<file path="src/rtl/mul_div_sequencer.sv">
// Sequential unsigned multiplier / restoring divider, one iteration per clock.
// Multiply is shift-add LSB-first; divide is restoring MSB-first; both run WIDTH steps.
module mul_div_sequencer #(
  parameter int unsigned WIDTH = 32
) (
  input  logic             clk_i,
  input  logic             rst_ni,
  input  logic             start_i,
  input  logic             op_i,
  input  logic             abort_i,
  input  logic [WIDTH-1:0] val_a_i,
  input  logic [WIDTH-1:0] val_b_i,
  output logic             busy_o,
  output logic             done_o,
  output logic             div_zero_o,
  output logic [WIDTH-1:0] res_lo_o,
  output logic [WIDTH-1:0] res_hi_o
);

  localparam int unsigned CntW = $clog2(WIDTH);
  localparam logic [CntW-1:0] LastStep = CntW'(WIDTH - 1);

  typedef enum logic [1:0] {StIdle, StRun, StDone} state_e;

  state_e            state_q, state_d;
  logic [CntW-1:0]   cnt_q, cnt_d;
  logic              op_q, op_d;
  logic              dz_q, dz_d;
  // Multiplicand for multiply, divisor for divide.
  logic [WIDTH-1:0]  opnd_q, opnd_d;
  // hi: accumulator / partial remainder; lo: multiplier->product low / dividend->quotient.
  logic [WIDTH-1:0]  hi_q, hi_d;
  logic [WIDTH-1:0]  lo_q, lo_d;

  logic [WIDTH:0]    mul_sum;
  logic [WIDTH:0]    div_shift;
  logic [WIDTH-1:0]  div_diff;
  logic              div_ge;

  always_comb begin
    mul_sum   = {1'b0, hi_q} + {1'b0, (lo_q[0] ? opnd_q : '0)};
    div_shift = {hi_q, lo_q[WIDTH-1]};
    div_ge    = (div_shift >= {1'b0, opnd_q});
    // Remainder after a successful trial is below the divisor, so WIDTH bits suffice.
    div_diff  = div_shift[WIDTH-1:0] - opnd_q;
  end

  always_comb begin
    state_d = state_q;
    cnt_d   = cnt_q;
    op_d    = op_q;
    dz_d    = dz_q;
    opnd_d  = opnd_q;
    hi_d    = hi_q;
    lo_d    = lo_q;

    unique case (state_q)
      StIdle, StDone: begin
        if (start_i) begin
          cnt_d = '0;
          op_d  = op_i;
          dz_d  = 1'b0;
          hi_d  = '0;
          if (op_i && (val_b_i == '0)) begin
            state_d = StDone;
            dz_d    = 1'b1;
            lo_d    = '1;
            hi_d    = val_a_i;
          end else begin
            state_d = StRun;
            lo_d    = op_i ? val_a_i : val_b_i;
            opnd_d  = op_i ? val_b_i : val_a_i;
          end
        end else if (state_q == StDone) begin
          state_d = StIdle;
        end
      end
      StRun: begin
        if (abort_i) begin
          state_d = StIdle;
        end else begin
          if (op_q) begin
            hi_d = div_ge ? div_diff : div_shift[WIDTH-1:0];
            lo_d = {lo_q[WIDTH-2:0], div_ge};
          end else begin
            hi_d = mul_sum[WIDTH:1];
            lo_d = {mul_sum[0], lo_q[WIDTH-1:1]};
          end
          if (cnt_q == LastStep) begin
            state_d = StDone;
          end else begin
            cnt_d = cnt_q + 1'b1;
          end
        end
      end
      default: state_d = StIdle;
    endcase
  end

  always_ff @(posedge clk_i or negedge rst_ni) begin
    if (!rst_ni) begin
      state_q <= StIdle;
      cnt_q   <= '0;
      op_q    <= 1'b0;
      dz_q    <= 1'b0;
      opnd_q  <= '0;
      hi_q    <= '0;
      lo_q    <= '0;
    end else begin
      state_q <= state_d;
      cnt_q   <= cnt_d;
      op_q    <= op_d;
      dz_q    <= dz_d;
      opnd_q  <= opnd_d;
      hi_q    <= hi_d;
      lo_q    <= lo_d;
    end
  end

  assign busy_o     = (state_q == StRun);
  assign done_o     = (state_q == StDone);
  assign div_zero_o = dz_q;
  assign res_lo_o   = lo_q;
  assign res_hi_o   = hi_q;

endmodule

</file>
<file path="config.mk">
export PLATFORM = sky130hd
export DESIGN_NAME = mul_div_sequencer
export DESIGN_NICKNAME = d
export VERILOG_FILES = /design/src/rtl/mul_div_sequencer.sv
export SDC_FILE = /design/constraint.sdc
export NUM_CORES = 1
export LEC_CHECK = 0
export ABC_AREA = 1
export CORE_ASPECT_RATIO = 0.7
export CORE_MARGIN = 2
export CORE_UTILIZATION = 30
export DETAILED_ROUTE_END_ITERATION = 8
export DONT_BUFFER_PORTS = 1
export PLACE_DENSITY = 0.51
export SLEW_MARGIN = 30
export SYNTH_ARGS = -nofsm -noshare
export SYNTH_HDL_FRONTEND = slang
export SYNTH_SLANG_ARGS = --single-unit
</file>
<file path="constraint.sdc">
create_clock -name clk_i -period 6.6 [get_ports clk_i]
set_input_delay 0.66 -clock clk_i [delete_from_list [all_inputs] [get_ports clk_i]]
set_output_delay 0.66 -clock clk_i [all_outputs]
set_load 0.01 [all_outputs]
</file>
==> results of run 1 <==
-- cell type report --
class | instances | area, um^2
clock inverters | 5 | 103.9
inverters | 295 | 1107
fillers | 4170 | 24370
repair buffers | 13 | 117.6
clock buffers | 9 | 225.2
flip-flops and latches | 105 | 2629
multi-input cells | 1405 | 7063
well taps | 480 | 600.6
-- worst max-delay path, delay by kind of cell (launching register included) --
| kind | cells | cell delay, ps |
|---|---|---|
| buffers and inverters | 2 | 360 |
| adder cells (fa/ha/maj) | 1 | 440 |
| flip-flops | 1 | 500 |
| AO/OA/AOI/OAI | 1 | 360 |
| AND/OR/NAND/NOR | 11 | 1790 |
-- cells in the mapped netlist (all sizes together) --
master | number | area share [%]
nand2 | 521 | 18
inv | 295 | 10
nor2 | 202 | 7.0
a21oi | 183 | 8.2
o21ai | 138 | 6.2
nand3 | 117 | 5.3
dfrtp | 105 | 24
ha | 66 | 7.4
clkbuf | 45 | 1.5
o211ai | 30 | 2.0
buf | 25 | 1.6
nand4 | 25 | 1.4
nor4 | 24 | 1.4
xor2 | 20 | 1.6
nor3 | 19 | 0.95
a31oi | 14 | 0.79
a211oi | 11 | 0.74
nand3b | 8 | 0.54
xnor2 | 6 | 0.47
a21o | 4 | 0.27
o21bai | 4 | 0.27
o21a | 3 | 0.20
a22o | 2 | 0.16
and3 | 2 | 0.11
fa | 2 | 0.36
and2 | 1 | 0.056
nor3b | 1 | 0.068
o22ai | 1 | 0.056
or2 | 1 | 0.056
-- flip-flops by register name, indices dropped and copies added (netlist names) --
signal,flops
div_zero_o,1
opnd_q,32
state_q,2
res_hi_o,32
res_lo_o,32
cnt_q,5
op_q,1
-- power breakdown --
group | switching, uW | internal, uW | total (uW)
clock | 273 | 368 | 641
combinational | 2970 | 1320 | 4290
sequential | 484 | 882 | 1370
total | 3720 | 2570 | 6290
-- cell families (layout without fill, tap and decap cells) --
logic type               count (synthesis)  in the layout
adder cells (fa/ha/maj)                 68             68
XOR/XNOR                                26             26
flip-flops                             105            105
AO/OA/AOI/OAI                          390            390
buffers and inverters                  365            322
AND/OR/NAND/NOR                        921            921
-- through the flow --
stage	setup slack [ps]	hold WS, ps
final	3034	227.2
after global routing	2843	240.3
after CTS	3181	239.5
after detailed placement	3197	367.1
after global placement	3243	367.3
after floorplan	4102	364.4
-- placed cells by master, fill, tap and decap left out, types with 2 or more instances in the layout --
| cell type | n |
|---|---|
| nand3b_1 | 8 |
| nor3_2 | 2 |
| a21oi_1 | 183 |
| nor2_2 | 2 |
| nor4_1 | 24 |
| buf_4 | 12 |
| nor2_1 | 195 |
| xor2_1 | 20 |
| nand2_1 | 517 |
| ha_1 | 66 |
| a31oi_1 | 14 |
| a22o_1 | 2 |
| nand2_2 | 3 |
| nand3_1 | 117 |
| nor2_4 | 5 |
| clkbuf_16 | 9 |
| nand4_1 | 25 |
| dfrtp_1 | 104 |
| o211ai_1 | 30 |
| fa_1 | 2 |
| o21ai_1 | 25 |
| o21bai_1 | 4 |
| bufinv_16 | 3 |
| xnor2_1 | 6 |
| inv_1 | 288 |
| o21a_1 | 3 |
| o21ai_0 | 113 |
| a211oi_1 | 11 |
| nor3_1 | 17 |
| and3_1 | 2 |
| a21o_1 | 4 |
| inv_2 | 7 |
-- per-layer routing --
| metal | vias up | routed length [um] | global-route usage (%) |
|---|---|---|---|
| met4 | 0 | 447 | 3.078 |
| met1 | 5989 | 23780 | 38.89 |
| li1 | 5990 | - | - |
| met2 | 546 | 19970 | 34.94 |
| met3 | 30 | 4947 | 7.572 |
| met5 | - | 0 | 0 |
-- timing repair --
action | 4_1_cts | 5_1_grt
setup endpoints to repair | 0 | 0
gates resized for setup | 0 | 0
hold buffers | 1 | 0
hold endpoints to repair | 105 | 0
buffers inserted | 0 | 0
-- worst paths after layout --
| path | from | end | slack [ps] |
|---|---|---|---|
| worst max-delay path | res_hi_o[26] | res_hi_o[30] | 3030 |
| worst min-delay path | rst_ni | cnt_q[1] | 230 |
| worst max register to register | res_hi_o[26] | res_hi_o[30] | 3030 |
| worst min register to register | cnt_q[0] | cnt_q[0] | 500 |
| max in group asynchronous | rst_ni | res_lo_o[26] | 5930 |
| min in group clk_i | val_a_i[0] | opnd_q[0] | 420 |
==> summary.txt, run 1 <==
Synthesis
  – Mux share of post-synthesis cell area: 0%
  – Simple-Gate Fraction of Synth Area: roughly a third
  – Largest family of logic cells by synthesized area: simple AND/OR/NAND/NOR gates
  – Synth Area in Adders: around 7.8%
  – XOR/XNOR share of the synthesized area: 2.049%
  – Syn_area_per_cell: just under 6 um^2
  – Synth cell types: 39
  – Mapped Cells: between 1500 and 2000
  – Flops & latches, synth: between 100 and 150
  – Synth Area in Compound Gates: a little under a fifth
  – Cell Area, Synth: approximately 0.011 mm^2
  – Seq/Total Area, Yosys: 23.64%
  – Syn nets: a little over 2000
  – Yosys Warn Count: 0

Timing
  – Tmin final: ~3600 ps
  – Final Cycle Share: 54.04%
  – Setup repair after global routing missed its margin: false
  – Max Slew Vio Count: 0
  – Relative slew slack: between 40% and 50%
  – Setup_tns: 0 ps
  – Hold Fails Final Rpt: 0
  – Max Fclk: around 0.28 GHz
  – Skew final: 8.989 ps
  – Slew @ Worst Pin: between 800 and 900 ps
  – # setup viols final: 0

Setup path
  – Crit path required time: a little under 7000 ps
  – Worst path cell trace: ha_1 -> nand2_1 -> inv_1 -> nand2_1 -> nand2_1 -> a21oi_1 -> nand2_1 -> nor2_2 -> nand2_4 -> nand2_2 -> inv_1 -> nand3_1 -> nand3_1 -> nand2_1 -> nand2_1
  – CP Max Fanout: 24
  – Worst R2R Path Depth: 15
  – CP Launch Type: flip-flop
  – Crit path top cell by count: nand2_1
  – Setup CP Type: reg2reg
  – Slowest CP cell: dfrtp_1
  – Critical Path AT: 3840 ps
  – CP max stage delay: ~500 ps
  – Endpoint class of the critical path: flip-flop

Drt
  – Vias: between 10000 and 15000
  – Drt pass-1 iters: 6
  – Drt initial violations: roughly 1500
  – Final ANT Viol Nets: 0
  – DRC: 0
  – Mean number of vias per cell: ~5.4
  – Drt total wl: roughly 50 mm
  – Wirelength per Cell: between 20 and 25 um

Finish
  – Area Overhead vs Synth: 6.574%
  – Finished Layout Cells: ~2300
  – ANT cells: 0
  – Fin util: between 30% and 40%
  – Total Nets Final: around 2000
  – Post-route cell area: around 0.012 mm^2
  – Layout cells sized above 1: 2.675%

Global route
  – Largest net degree at the start of global routing: between 100 and 150
  – Initial antenna violation count: 0
  – First-pass GRT wire length: 72.60 mm
  – Vias in the first global route: roughly 11000
  – All-layer global routing usage: between 20% and 30%
  – Aggregate global routing overflow: 0

Floorplan
  – I/O pin count: between 100 and 150
  – Die X: about 230 um
  – Die area: between 0.03 and 0.04 mm^2
  – Initial core utilization: between 30% and 40%
  – Die height: ~170 um
  – Core area: ~0.036 mm^2
  – Cell Rows: 58

Worst hold path
  – Path type of the worst min-delay path: in2async

Flow run
  – Maxcap violations: 0

Outcome
  – Status: finished clean

Clocking
  – Latest clock arrival within the worst-skew pair: 380 ps
  – CTS tree: done
  – Sink Count: approximately 110
  – Clock buffer count from CTS: 9
  – H-tree depth: 3
  – Clock Pin Slew Worst Setup and Hold Paths: 70 ps
  – Clk root buf: clkbuf_16
  – Worst-case clock buffer depth: 2

Power
  – VDD IR max: 0.0001830 V
  – Leak: slightly above 0.006 uW
  – Pwr Total: ~6300 uW
  – Power Dens Cells: ~530 mW/mm^2

Placement
  – Count of input and output buffers: 0
  – Gpl congestion: 1.042
  – Inst Count DP: approximately 2300
  – Placed cell area: around 0.011 mm^2
  – DP HPWL: just under 40 mm
Note: power is estimated with default switching activity, not from simulation.
==> run 2: changes to the inputs <==
- clock period: 6.6 -> 3.73 ns (I/O delays scaled with it)
==> run 2 against run 1 <==
Net effect:
- maximum frequency increased by 7.9%
- clock-buffer cell count increased by 2
- routed wire length increased by 3.9%
- sequential share of layout area decreased by 0.37 points
- flip-flop and latch count unchanged
- cell count increased by 1.4%
- utilization increased by 0.56 points
- power increased by 80%
- design area increased by 1.7%
- global-route usage increased by 1.1 points
- highest routed layer unchanged
- largest cell class unchanged
- clock skew increased by 4.3 ps
==> summary.txt, run 2 (synthesis gave the netlist of run 1 again) <==
Clocking
  – Post_cts resized: 0
  – Post-cts hold buffer count: 2
  – Clock buffer count from CTS: 9
  – H-tree depth: 3
  – Clock Pin Slew Worst Setup and Hold Paths: approximately 90 ps
  – Worst-case clock buffer depth: 2
  – CTS tree: done
  – Post-CTS setup buffer count: 0
  – Clk root buf: clkbuf_16
  – Latest clock arrival within the worst-skew pair: 390 ps
  – Sink Count: around 110

Finish
  – Total Nets Final: around 2000
  – Commonest non-fill, non-tap cell in the layout: nand2_1
  – Layout cells sized above 1: 4.185%
  – Most frequent cells in the layout: nand2_1 (517), inv_1 (288), nor2_1 (195), a21oi_1 (183), nand3_1 (117)
  – Area Overhead vs Synth: 8.386%
  – ANT cells: 0
  – Fin util: about a third

Power
  – Psw: ~6800 uW
  – Leak: about 0.0063 uW
  – Switching power share of the total: 59.75%
  – Comb power frac: 71.9%
  – Clock network power share: under 10%
  – Power Dens Cells: 939.1 mW/mm^2
  – Internal power: approximately 4600 uW
  – Flop pwr share: between 10% and 20%
  – VDD IR max: just over 0.0004 V

Timing
  – Relative slew slack: 39.38%
  – Setup repair after global routing missed its margin: false
  – Hold Fails Final Rpt: 0
  – Max Slew Vio Count: 0
  – Max Fclk: ~0.30 GHz
  – Slew @ Worst Pin: approximately 910 ps
  – Tmin final: around 3300 ps
  – Setup_tns: 0 ps
  – # setup viols final: 0
  – Skew final: between 10 and 15 ps
  – Final Cycle Share: approximately nine tenths

Placement
  – DP HPWL: a little over 40 mm
  – Count of input and output buffers: 0
  – Gpl congestion: a little under 1

Setup path
  – Crit path to: res_hi_o[27]
  – R2r startpoint: res_lo_o[0]
  – Setup CP Type: reg2reg
  – CP Max Fanout: 16
  – CP Launch Type: flip-flop
  – Worst R2R Path Depth: 18
  – Critical Path Source: res_lo_o[0]
  – Crit path required time: approximately 4000 ps
  – Critical Path AT: roughly 3600 ps
  – Endpoint class of the critical path: flip-flop
  – RR Endpoint: res_hi_o[27]
  – Worst R2R Setup Slack: 420 ps

Floorplan
  – Cell Rows: slightly below 60
  – Core area: approximately 0.036 mm^2
  – Die X: roughly 230 um
  – Die area: between 0.03 and 0.04 mm^2
  – Initial core utilization: between 30% and 40%
  – I/O pin count: about 140
  – Die height: 165.1 um

Global route
  – Aggregate global routing overflow: 0
  – Largest net degree at the start of global routing: 106
  – First-pass GRT wire length: approximately 75 mm
  – Vias in the first global route: 11490
  – Initial antenna violation count: 0
  – All-layer global routing usage: a little over a quarter

Drt
  – DRC: 0
  – Drt pass-1 iters: 6
  – Drt total wl: slightly above 50 mm
  – Wirelength per Cell: 21.78 um
  – Mean number of vias per cell: ~5.3
  – Drt initial violations: approximately 1200
  – Vias: 12470
  – Final ANT Viol Nets: 0

Outcome
  – Status: finished clean

Flow run
  – Maxcap violations: 0

Worst hold path
  – Path type of the worst min-delay path: in2reg
-- run 2: changes by cell type in the layout (fill, tap and decap cells not counted), sizes merged --
| cell | previous run | this run |
|---|---|---|
| bufinv | 3 | 0 |
| clkinvlp | 0 | 1 |
| clkbuf | 9 | 11 |
| clkinv | 1 | 0 |
| dlygate4sd3 | 0 | 1 |
| buf | 13 | 42 |
| inv | 296 | 299 |
-- run 2: worst min path at each step --
| stage | start | end | cells after the start |
|---|---|---|---|
| final | val_b_i[7] | opnd_q[7] | 2 |
| after floorplan | rst_ni | cnt_q[0] | 0 |
| after global placement | rst_ni | cnt_q[4] | 0 |
| after detailed placement | rst_ni | cnt_q[4] | 0 |
| after CTS | val_b_i[7] | opnd_q[7] | 2 |
| after global routing | val_b_i[19] | opnd_q[19] | 2 |
-- run 2: cell type report --
cell class	count	area (um^2)
well taps	480	600.6
fillers	4102	24160
clock inverters	5	45.04
inverters	295	1107
clock buffers	11	232.7
repair buffers	43	370.4
multi-input cells	1405	7063
flip-flops and latches	105	2629
-- run 2: power groups by stage --
stage / Combinational (uW) / Sequential, uW / Clock [uW]
after floorplan: 5320 / 2100 / 0
after global placement: 7970 / 2200 / 0
after detailed placement: 7920 / 2200 / 0
after CTS: 8000 / 2180 / 1020
after global routing: 9030 / 2230 / 1060
final: 8140 / 2180 / 997
-- run 2: stage by stage --
stage               cell area (um^2)  power (uW)  hold slack, ps  cells  setup slack [ps]
floorplan                      11120        7416           77.41   1875              1232
global placement               11730       10170           80.49   2326             547.3
detailed placement             11730       10120           80.85   2326             577.5
CTS                            12050       11200           106.3   2344             534.4
global route                   12050       12320           135.5   2344             283.0
finish                         12050       11310           129.0   2344             423.6
-- run 2: worst max-delay path: stages (launching register included) --
cell and delay (ps):
dfrtp_1 410, buf_4 280, nand2_1 80, inv_1 60, ha_1 320, fa_1 420, nand3_1 110, nand2_1 250
nand2_1 80, nand2_1 220, nand2_1 80, nand2_1 230, nand3_1 190, nand2_1 110, nand2_1 50, nand3_1 90
nand3_1 80, nand2_1 70, nand2_1 50
-- run 2: per-layer routing --
layer	global-route usage [%]	wire length (um)	part of all wire, %	vias to the layer above
li1	-	-	-	6064
met1	39.48	24720	48	5927
met2	38.03	21320	42	446
met3	6.662	4235	8.3	37
met4	4.661	778	1.5	0
met5	0	0	0	-
==> run 3: changes to the inputs <==
- CELL_PAD_IN_SITES_DETAIL_PLACEMENT: default -> 1
- CELL_PAD_IN_SITES_GLOBAL_PLACEMENT: default -> 1
- PLACE_DENSITY: 0.51 -> 0.65
==> run 3 against run 2 <==
Net effect:
- clock skew shrank 2.1 ps
- maximum frequency is 0.26% higher
- critical path depth down 3
==> summary.txt, run 3 (synthesis gave the netlist of run 1 again) <==
Outcome
  – Status: finished clean

Power
  – Clock network power share: a little under a tenth
  – Leak: between 0.006 and 0.007 uW
  – Flop pwr share: between 10% and 20%
  – Switching power share of the total: 60.01%
  – Comb power frac: 71.2%
  – Pwr Total: ~12000 uW
  – Power Dens Cells: around 960 mW/mm^2
  – Internal power: about 4600 uW
  – Psw: approximately 7000 uW
  – VDD IR max: approximately 0.00034 V

Global route
  – Initial antenna violation count: 2
  – All-layer global routing usage: ~28%
  – Largest net degree at the start of global routing: between 100 and 150
  – Vias in the first global route: about 12000
  – First-pass GRT wire length: about 80 mm
  – Aggregate global routing overflow: 0

Setup path
  – Slowest CP cell: dfrtp_1
  – Delay-heaviest family, CP: simple AND/OR/NAND/NOR gates
  – Setup CP Type: reg2reg
  – Critical Path AT: 3580 ps
  – Worst path cell trace: ha_1 -> nand2_1 -> inv_1 -> nand2_1 -> nand2_1 -> a21oi_1 -> nand2_1 -> nor2_2 -> nand2_4 -> nand2_2 -> inv_1 -> nand3_1 -> nand3_1 -> nand2_1 -> nand2_1
  – Endpoint class of the critical path: flip-flop
  – Bufs and invs on worst path: 2
  – CP Launch Type: flip-flop
  – Crit path top cell by count: nand2_1
  – Crit path required time: ~4000 ps
  – CP Max Fanout: 9
  – CP max stage delay: roughly 490 ps

Drt
  – Vias: about 13000
  – Wirelength per Cell: between 20 and 25 um
  – Mean number of vias per cell: 5.432
  – Drt initial violations: around 1400
  – DRC: 0
  – Final ANT Viol Nets: 0
  – Drt total wl: about 54 mm
  – Drt pass-1 iters: 5

Worst hold path
  – Path type of the worst min-delay path: in2reg

Finish
  – Area of the multi-input gates: approximately 0.0071 mm^2
  – Layout cells sized above 1: a little under 4%
  – Fill cells: ~4800
  – ANT cells: 0
  – Register Area: 0.002629 mm^2
  – Total Nets Final: about 2000
  – Area Overhead vs Synth: 7.936%
  – Commonest non-fill, non-tap cell in the layout: nand2_1
  – Most frequent cells in the layout: nand2_1 (517), inv_1 (288), nor2_1 (195), a21oi_1 (183), nand3_1 (117)

Clocking
  – Post-CTS setup buffer count: 0
  – Sink Count: roughly 110
  – Clk root buf: clkbuf_16
  – Clock buffer count from CTS: 9
  – Latest clock arrival within the worst-skew pair: 390 ps
  – Clock Pin Slew Worst Setup and Hold Paths: 80 ps
  – H-tree depth: 3
  – Post_cts resized: 0
  – Worst-case clock buffer depth: 2
  – CTS tree: done

Floorplan
  – Die height: between 150 and 200 um
  – Cell Rows: between 50 and 60
  – I/O pin count: about 140
  – Core area: ~0.036 mm^2
  – Die X: around 230 um
  – Die area: 0.03863 mm^2
  – Initial core utilization: 30.70%

Placement
  – Count of input and output buffers: 0
  – Gpl congestion: roughly 0.96
  – DP HPWL: about 43 mm

Flow run
  – Maxcap violations: 0

Timing
  – Slew @ Worst Pin: between 900 and 1000 ps
  – Skew final: 11.18 ps
  – Final Cycle Share: around nine tenths
  – Hold Fails Final Rpt: 0
  – Max Fclk: between 0.3 and 0.4 GHz
  – Max Slew Vio Count: 0
  – Setup repair after global routing missed its margin: false
  – Tmin final: 3298 ps
  – # setup viols final: 0
  – Setup_tns: 0 ps
  – Relative slew slack: a little under two fifths
[run 3: per-stage QoR]
stage               hold slack [ps]  cells  cell area [um^2]  setup WS, ps  utilization, %
global placement              80.73   2318             11650         618.5           32.16
CTS                           112.0   2336             12000         502.3           33.13
detailed placement            80.83   2318             11650         533.5           32.16
finish                        131.1   2336             12000         432.2           33.13
global route                  128.0   2336             12000         242.4           33.13
floorplan                     77.41   1875             11120          1232               -
[run 3: final timing paths]
check	end	slack, ps	depth (start not counted)	start
setup / recovery	res_hi_o[26]	430	15	res_hi_o[26]
hold / removal	opnd_q[3]	130	2	val_a_i[3]
setup reg to reg	res_hi_o[26]	430	15	res_hi_o[26]
hold reg to reg	cnt_q[0]	540	1	cnt_q[0]
max in group asynchronous	opnd_q[26]	2640	2	rst_ni
min in group asynchronous	opnd_q[3]	600	2	rst_ni
[run 3: timing repair]
item                       4_1_cts  5_1_grt
setup endpoints to repair        0        0
hold buffers                     2        0
hold endpoints to repair       105        0
[run 3: power by group through the flow]
stage | clock network [uW] | registers (uW) | logic (uW)
6_report | 1080 | 2230 | 8210
5_1_grt | 1150 | 2300 | 9070
3_5_place_dp | 0 | 2260 | 7960
4_1_cts | 1110 | 2240 | 8060
2_1_floorplan | 0 | 2100 | 5320
3_3_place_gp | 0 | 2240 | 7860
[run 3: final cells by class]
class                      instances  share of cell area, %
clock buffer                      10                  1.992
clock inverter                     6                 0.6153
inverter                         295                  9.229
multi-input combinational       1405                  58.87
sequential                       105                  21.91
tap                              480                  5.006
timing repair buffer              35                  2.378
[run 3: metal layers]
metal	vias to the layer above	track usage, %	share of wire, %
met1	6161	40.94	48
met4	0	6.502	1.9
met5	-	0	0
met3	60	7.246	8.4
met2	441	40.12	42
li1	6028	-	-
